**config.mk**
```make
export PLATFORM = sky130hd
export DESIGN_NAME = config_reg_bank
export DESIGN_NICKNAME = d
export VERILOG_FILES = /design/src/rtl/config_reg_pkg.sv /design/src/rtl/cfg_shadow_cell.sv /design/src/rtl/config_reg_bank.sv
export SDC_FILE = /design/constraint.sdc
export NUM_CORES = 2
export LEC_CHECK = 0
export ABC_AREA = 1
export BUFFER_PORTS_ARGS = -buffer_cell sky130_fd_sc_hd__buf_4
export CAP_MARGIN = 20
export CORE_ASPECT_RATIO = 0.9
export CORE_MARGIN = 2
export CORE_UTILIZATION = 55
export DETAILED_ROUTE_END_ITERATION = 16
export HOLD_SLACK_MARGIN = 0.12
export PLACE_DENSITY_LB_ADDON = 0.08
export SETUP_SLACK_MARGIN = 0.05
export SLEW_MARGIN = 20
export SYNTH_ARGS = -nofsm -noshare
export SYNTH_HDL_FRONTEND = slang
export SYNTH_SLANG_ARGS = --single-unit
```
**constraint.sdc**
```tcl
create_clock -name clk_in -period 2.9 [get_ports clk_in]
set_clock_uncertainty 0.15 [all_clocks]
set_input_delay 0.29 -clock clk_in [delete_from_list [all_inputs] [get_ports clk_in]]
set_output_delay 0.29 -clock clk_in [all_outputs]
set_load 0.03 [all_outputs]
```
**src/rtl/config_reg_pkg.sv**
```systemverilog
// config_reg_pkg: address map, command bit names and reset values for config_reg_bank.
package config_reg_pkg;
  localparam int ADDR_CTRL = 0;
  localparam int ADDR_CMD = 1;
  localparam int ADDR_LOCK = 2;
  localparam int ADDR_FIRST_SHADOW = 3;
  localparam int CMD_COMMIT = 0;
  localparam int CMD_CYC_TRG_BGN = 5;
  localparam int CMD_RST = 6;
  localparam int CFG_TBL_LEN = 32;
  // CMD and LOCK are not stored, so their slots stay zero
  localparam logic [15:0] CFG_RST_VAL [CFG_TBL_LEN] = '{
    16'h0001, 16'h0000, 16'h0000, 16'h0100, 16'h0203, 16'h0304, 16'h0405, 16'h0506,
    16'h0607, 16'h0708, 16'h0809, 16'h090A, 16'h0A0B, 16'h0B0C, 16'h0C0D, 16'h0D0E,
    16'h0E0F, 16'h0F10, 16'h1011, 16'h1112, 16'h1213, 16'h1314, 16'h1415, 16'h1516,
    16'h1617, 16'h1718, 16'h1819, 16'h191A, 16'h1A1B, 16'h1B1C, 16'h1C1D, 16'hBEEF
  };
  function automatic logic [15:0] cfg_rst_val(input int i);
    return (i < CFG_TBL_LEN) ? CFG_RST_VAL[i] : 16'h0000;
  endfunction
endpackage

```
**src/rtl/cfg_shadow_cell.sv**
```systemverilog
// cfg_shadow_cell: one shadow/active register pair; commit copies the pre-edge shadow.
module cfg_shadow_cell #(
  parameter int DATA_W = 16
) (
  input  logic              clk_in,
  input  logic              rst_in,
  input  logic [DATA_W-1:0] rst_val,
  input  logic              we,
  input  logic              commit,
  input  logic [DATA_W-1:0] data_in,
  output logic [DATA_W-1:0] active
);
  logic [DATA_W-1:0] shadow;
  always_ff @(posedge clk_in) begin
    if (rst_in) begin
      shadow <= rst_val;
      active <= rst_val;
    end else begin
      shadow <= we ? data_in : shadow;
      active <= commit ? shadow : active;
    end
  end
endmodule

```
**src/rtl/config_reg_bank.sv**
```systemverilog
// config_reg_bank: double-buffered config bank with lock, readback, command pulses and write counter.
module config_reg_bank
  import config_reg_pkg::*;
#(
  parameter int NUM_REGS = 32,
  parameter int DATA_W = 16,
  parameter int ADDR_W = 8,
  parameter logic [DATA_W-1:0] LOCK_KEY = DATA_W'(16'hA5C3)
) (
  input  logic                       clk_in,
  input  logic                       rst_in,
  input  logic                       wr_in,
  input  logic [ADDR_W-1:0]          wr_addr_in,
  input  logic [DATA_W-1:0]          data_in,
  input  logic                       rd_in,
  input  logic [ADDR_W-1:0]          rd_addr_in,
  input  logic                       commit_in,
  output logic [DATA_W-1:0]          rd_data_out,
  output logic                       rd_valid_out,
  output logic [NUM_REGS*DATA_W-1:0] cfg_flat_out,
  output logic [DATA_W-1:0]          cmd_pulse_out,
  output logic                       pending_out,
  output logic                       locked_out,
  output logic                       wr_err_out,
  output logic [15:0]                config_received_out
);
  localparam int IW = $clog2(NUM_REGS);
  logic [DATA_W-1:0] act [NUM_REGS];
  logic [DATA_W-1:0] ctrl, rd_mux;
  logic acc, is_cmd, is_shadow, commit;
  int wa, ra;
  assign wa = int'(wr_addr_in);
  assign ra = int'(rd_addr_in);
  assign acc = wr_in && wa < NUM_REGS && !(locked_out && wa >= ADDR_FIRST_SHADOW);
  assign is_cmd = acc && wa == ADDR_CMD;
  assign is_shadow = acc && wa >= ADDR_FIRST_SHADOW;
  assign commit = commit_in || (is_cmd && data_in[CMD_COMMIT]);
  assign act[ADDR_CTRL] = ctrl;
  assign act[ADDR_CMD] = '0;
  assign act[ADDR_LOCK] = '0;
  for (genvar i = ADDR_FIRST_SHADOW; i < NUM_REGS; i++) begin : g_cell
    cfg_shadow_cell #(.DATA_W(DATA_W)) u_cell (
      .clk_in (clk_in),
      .rst_in (rst_in),
      .rst_val(DATA_W'(cfg_rst_val(i))),
      .we     (is_shadow && wa == i),
      .commit (commit && pending_out),
      .data_in(data_in),
      .active (act[i])
    );
  end
  for (genvar i = 0; i < NUM_REGS; i++) begin : g_flat
    assign cfg_flat_out[i*DATA_W +: DATA_W] = act[i];
  end
  always_comb begin
    rd_mux = '0;
    rd_mux = ra == ADDR_LOCK ? DATA_W'(locked_out) : ra < NUM_REGS ? act[rd_addr_in[IW-1:0]] : '0;
  end
  always_ff @(posedge clk_in) begin
    if (rst_in) begin
      ctrl <= DATA_W'(cfg_rst_val(ADDR_CTRL));
      locked_out <= 1'b1;
      pending_out <= 1'b0;
      cmd_pulse_out <= '0;
      wr_err_out <= 1'b0;
      rd_valid_out <= 1'b0;
      rd_data_out <= '0;
      config_received_out <= '0;
    end else begin
      ctrl <= (acc && wa == ADDR_CTRL) ? data_in : ctrl;
      locked_out <= (acc && wa == ADDR_LOCK) ? data_in != LOCK_KEY : locked_out;
      pending_out <= is_shadow ? 1'b1 : commit ? 1'b0 : pending_out;
      cmd_pulse_out <= is_cmd ? data_in : '0;
      wr_err_out <= wr_in && !acc;
      rd_valid_out <= rd_in;
      rd_data_out <= rd_in ? rd_mux : rd_data_out;
      config_received_out <= (acc && config_received_out != 16'hFFFF) ? config_received_out + 16'd1
                                                                        : config_received_out;
    end
  end
endmodule

```
== Word level (Yosys, flattened, before mapping) ==
Cells that the tools add are included.
Word-level totals
  flip-flop bits (word level): 996
  bits of input ports: 37
  output and inout port bits: 564
  word-level logic and storage cells: 160
Operators by class
  add/sub/neg operators: 1
  $lt $le $gt $ge: 4
  eq/ne operators: 34
  muxes and demuxes: 7
  bitwise gates (word level): 2
  reduce and logical (&&, ||, !) cells: 46
Operator list (number)
  $eq A8 B6 Y1 const B: 16
  $bmux W16 S5: 1
  $eq A8 B5 Y1 const B: 8
  $mux W16: 4
  $logic_and A1 B1 Y1: 40
  $eq A8 B4 Y1 const B: 4
  $logic_not A32 Y1: 1
  $ne A16 B16 Y1 const B: 2
  $eq A8 B3 Y1 const B: 3
  $add A16 B1 Y16 const B: 1
  $lt A8 B6 Y1 const B: 2
  $eq A8 B2 Y1 const B: 1
  $ge A8 B2 Y1 const B: 1
  $ge A6 B6 Y1 const B: 1
  $not A5 Y6: 1
  $logic_not A1 Y1: 2
  $mux W1: 2
  $reduce_bool A2 Y1: 1
  $reduce_or A2 Y1: 1
  $logic_or A1 B1 Y1: 1
  $not A1 Y1: 1

== Depth between registers and ports, before layout ==
  word-level depth: 9
  depth in mapped cells: 13
  depth with buffers taken out: 10

== By module ==
From an unflattened synthesis, not the netlist that was laid out.
Second synthesis, totals
  cell total of the unflattened synthesis: 5146
  area, all modules: 48144.9 um^2
By module, submodules not included
  cfg_shadow_cell: times used 29, cells an instance 120, area an instance 1367.6 um^2
  config_reg_bank: times used 1, cells an instance 1666, area an instance 8485.6 um^2

== Worst setup path before layout ==
No wires, ideal clock.
  kind: register to register
  from: register config_received_out[0]
  to: register config_received_out[11]
  data arrival time: 1.842 ns
  data required time: 2.634 ns
  setup slack: 0.792 ns
  stages on the path, launching flop included: 10
  period minus slack after synthesis: 2.108 ns
  path through: dfxtp_1 ha_1 nand2_1 nor3_1 nand4_1 nand2_1 inv_2 buf_4 a21oi_1 nor2_1
On the way
  word-level cells in the longest chain between the ends: 2
  elaborated cells on any way between the ends: 3
  classes of those cells: 1 x add/sub; 1 x eq/ne; 1 x reduce/logical
RTL lines
  from (decl): RTL line config_reg_bank.sv:25  | output logic [15:0] config_received_out
  from (signal assigned): RTL line config_reg_bank.sv:77  | config_received_out <= (acc && config_received_out != 16'hFFFF) ? config_received_out + 16'd1
  branches (longest 2 deep; another with $add A16 B1 Y16)
Parallel ways; which one is timed is not known.
A chain may end at the register's enable or synchronous reset.

== Worst setup path in the final report ==
  from: input wr_addr_in[6]
  to: register cmd_pulse_out[0]
On the way
  word-level cells in the longest chain between the ends: 7
  elaborated cells on any way between the ends: 10
  classes of those cells: 2 x order compare; 1 x eq/ne; 1 x bitwise; 6 x reduce/logical
RTL lines
  from (decl): RTL line config_reg_bank.sv:13  | input logic [ADDR_W-1:0] wr_addr_in,
  $ge A8 B2 Y1: RTL line config_reg_bank.sv:34  | assign acc = wr_in && wa < NUM_REGS && !(locked_out && wa >= ADDR_FIRST_SHADOW);
  $logic_and A1 B1 Y1: RTL line config_reg_bank.sv:34
  $logic_not A1 Y1: RTL line config_reg_bank.sv:34
  $logic_and A1 B1 Y1: RTL line config_reg_bank.sv:34
  $logic_and A1 B1 Y1 *: RTL line config_reg_bank.sv:35  | assign is_cmd = acc && wa == ADDR_CMD;
  $not A1 Y1 (no source line) *
  $reduce_or A2 Y1 (no source line) *
  to (signal assigned): RTL line config_reg_bank.sv:73  | cmd_pulse_out <= is_cmd ? data_in : '0;
  to (decl): RTL line config_reg_bank.sv:21  | output logic [DATA_W-1:0] cmd_pulse_out,
Every way passes the cells marked *; elsewhere a longest branch is shown, timed or not.

==> results.sh <==
export IMPL_outcome="finished clean"
export IMPL_cp_top_family="buffers and inverters"
export IMPL_gp_congestion=0.968
export IMPL_die_w_um=295
export IMPL_htree_levels=3
export IMPL_nets=6128
export IMPL_cp_num_buf_inv=4
export IMPL_areaGrowthSynthToFinish_pct=19.2
export IMPL_synth_seq_area_share_pct=47.6
export IMPL_yosys_warnings=0
export IMPL_cts_buffers=100
export IMPL_worstSetupEndpointType="flip-flop"
export IMPL_synth_compound_gate_area_share_pct=12.4
export IMPL_synth_top_family_by_area="simple AND/OR/NAND/NOR gates"
export IMPL_setup_viol=0
export IMPL_fp_dieArea_sq_um=78500
export IMPL_fp_row_count=96
export IMPL_worst_pin_slew_ns=1.06
export IMPL_grt_pass1_wl_um=242000
export IMPL_port_buffers=568
export IMPL_synth_seq_cells=996
export IMPL_post_synth_and_or_nand_nor_area_fraction_pct=30.1
export IMPL_syn_area_per_cell_sq_um=7.26
export IMPL_die_h_um=266
export IMPL_via_per_inst=5.89
export IMPL_worstPathMaxFanout=35
export IMPL_slowest_delay_ns=0.59
export IMPL_coreArea_sq_um=75900
export IMPL_first_pass_iters=6
export IMPL_finalHoldViolCount=0
export IMPL_route_detailed_drc=0
export IMPL_grt_start_max_net_pins=176
export IMPL_ioPinCount=601
export IMPL_final_antenna_net_count=0
export IMPL_grt_setup_unrepaired="no"
export IMPL_cp_start_kind="input port"
export IMPL_clockBufferDepth=3
export IMPL_fillers=6829
export IMPL_cts_setup_buffers=0
export IMPL_drt_initial_drc_count=6187
export IMPL_numClockSinks=996
export IMPL_maxCapViolations=0
export IMPL_crit_arrival_ns=3.15
export IMPL_fin_setup_tns_ns=0
export IMPL_synthCells=5775
export IMPL_clock_latency_ns=0.68
export IMPL_slew_viol_final=0
export IMPL_first_global_vias=37700
export IMPL_powerDensity_nw_per_um2=570
export IMPL_critPathRequiredTime_ns=3.37
export IMPL_muxShareOfSynthArea_pct=0
export IMPL_grt_overflow_total=0
export IMPL_max_freq_ghz=0.373
export IMPL_layout_setup_ws_ns=0.220
export IMPL_synth_adder_area_share_pct=0.0298
export IMPL_drive_gt1_share_pct=15.6
export IMPL_period_share_pct=92.4
export IMPL_initial_core_util_pct=55.2
export IMPL_synth_distinct_cells=37
export IMPL_clkTransAtPathRegs_ns=0.07
export IMPL_vdd_drop_max_mv=0.598
export IMPL_final_min_clock_period_ns=2.68
export IMPL_cp_common_cell="dlygate4sd3_1"
export IMPL_slowest_stage="dlygate4sd3_1"
export IMPL_setup_worst_path_class="input port to flip-flop"
export IMPL_wl_per_cell_um=23.2
export IMPL_place_ws_ns=0.256
export IMPL_hold_path_class="input port to flip-flop"
export IMPL_vias=42500
export IMPL_power_static_leakage_nw=22.4
export IMPL_crit_chain="dlygate4sd3_1, buf_4, nor2_2, nand4_1, nand2_2, nand2_1, nor2_1, inv_4, nor4_1, dlygate4sd3_1"
export IMPL_cts_root_buf="clkbuf_16"
export IMPL_antenna_found_initial=5
export IMPL_synth_xor_area_share_pct=0.146
export IMPL_grt_use_total_pct=40.8
export IMPL_slew_headroom_pct=29.3
export IMPL_drt_wl_total_um=167000
export IMPL_dp_hpwl_um=109000
export IMPL_netlist_area_sq_um=41900
export IMPL_cts_tree="yes"
[routing by layer]
layer / track usage (%) / part of all wire [%] / up-vias
li1: - / - / 19500
met1: 56.6 / 39 / 19800
met2: 58.3 / 42 / 2750
met3: 11.3 / 13 / 472
met4: 19.7 / 5.4 / 6
met5: 0 / 0.022 / -
[cells in the mapped netlist, drive strengths merged]
cell    number  area (sq um)
a21oi      535          2680
and3         1          11.3
buf        245          1460
clkbuf     278          1050
clkinv       8          30.0
conb         1          3.75
dfxtp      996         19900
ha           1          12.5
inv        417          1580
nand2     1265          4770
nand3     1065          5340
nand4        8          56.3
nor2       369          1680
nor3        45           230
nor3b        1          7.51
nor4         2          12.5
o211ai     100           751
o21ai      351          1760
or2         80           500
xnor2        3          26.3
xor2         4          35.0
[state kept, by name, indices dropped and copies added, names as in the netlist]
register,count
cmd_pulse_out,16
config_received_out,16
ctrl,16
g_cell.u_cell.active,464
g_cell.u_cell.shadow,464
locked_out,1
pending_out,1
rd_data_out,16
rd_valid_out,1
wr_err_out,1
[tightest hold or removal path: stages]
cell     delay, ns
buf_4         0.08
nor3_1        0.08
nand2_1       0.10
nor2_1        0.04
buf_4         0.18
nand3_1       0.09
a21oi_1       0.05
[where the power goes]
part | switching [mW] | internal [mW] | leakage [nW]
Combinational | 1.36 | 0.386 | 12.7
Sequential | 0.00470 | 13.7 | 8.03
Clock | 5.66 | 7.38 | 1.62
[layout make-up]
type                       instances  area [sq um]  area share, %
inverter                         425          1630           3.26
multi-input combinational       3862         18000           36.0
clock buffer                     153          2950           5.90
tap                             1029          1290           2.58
clock inverter                    29           329          0.658
antenna                            3          7.51         0.0150
timing repair buffer             705          5840           11.7
sequential                       996         19900           39.9
[layout by cell type, fill, tap and decap left out, types with 3 or more instances in the layout]
master	n
dlygate4sd3_1	31
clkinv_8	4
clkinv_2	16
nand3_1	1064
a21oi_1	535
dfxtp_1	995
clkbuf_8	25
nor2_4	5
or2_2	80
nand4_1	7
nor2_8	15
clkbuf_16	100
inv_4	10
clkinv_1	9
diode_2	3
inv_2	8
o21ai_0	347
nor2_1	343
buf_4	636
conb_1	32
o21ai_1	4
inv_1	397
bufinv_16	4
nor3_1	44
o211ai_1	100
nand2_2	3
nand2_1	1259
buf_12	36
xnor2_1	3
xor2_1	4
nor2_2	6
clkbuf_1	28
[stage by stage]
step / hold WS [ns] / util, % / area [sq um] / power (mW) / std cells
floorplan: 0.274 / - / 42000 / 15.0 / 5806
global placement: 0.281 / 61.1 / 46400 / 15.6 / 6986
detailed placement: 0.285 / 61.1 / 46400 / 15.6 / 6986
CTS: 0.135 / 65.8 / 50000 / 28.4 / 7199
global route: 0.233 / 65.8 / 50000 / 29.0 / 7199
finish: 0.154 / 65.9 / 50000 / 28.5 / 7202
[worst paths after layout]
kind	cells after the start	to	slack, ns	startpoint
setup / recovery	10	cmd_pulse_out[0]	0.22	wr_addr_in[6]
hold reg to reg	2	g_cell[3].u_cell.shadow[14]	0.29	g_cell[3].u_cell.shadow[14]
setup reg to reg	9	rd_data_out[0]	0.45	g_cell[29].u_cell.active[0]
hold / removal	7	rd_data_out[4]	0.15	rd_addr_in[5]
[repair_timing]
action,4_1_cts,5_1_grt
endpoints found under the hold margin,352,0
resized for setup,0,2
endpoints found under the setup margin,0,1
hold buffers,31,0
[logic make-up after synthesis]
logic type                 count (synthesis)
AOI/OAI and AO/OA                        986
xor gates and xnor gates                   7
adders and majority gates                  1
buffers and inverters                    948
DFF                                      996
other                                      1
and+or+nand+nor                         2836
Power figures use the tool's default switching activity.
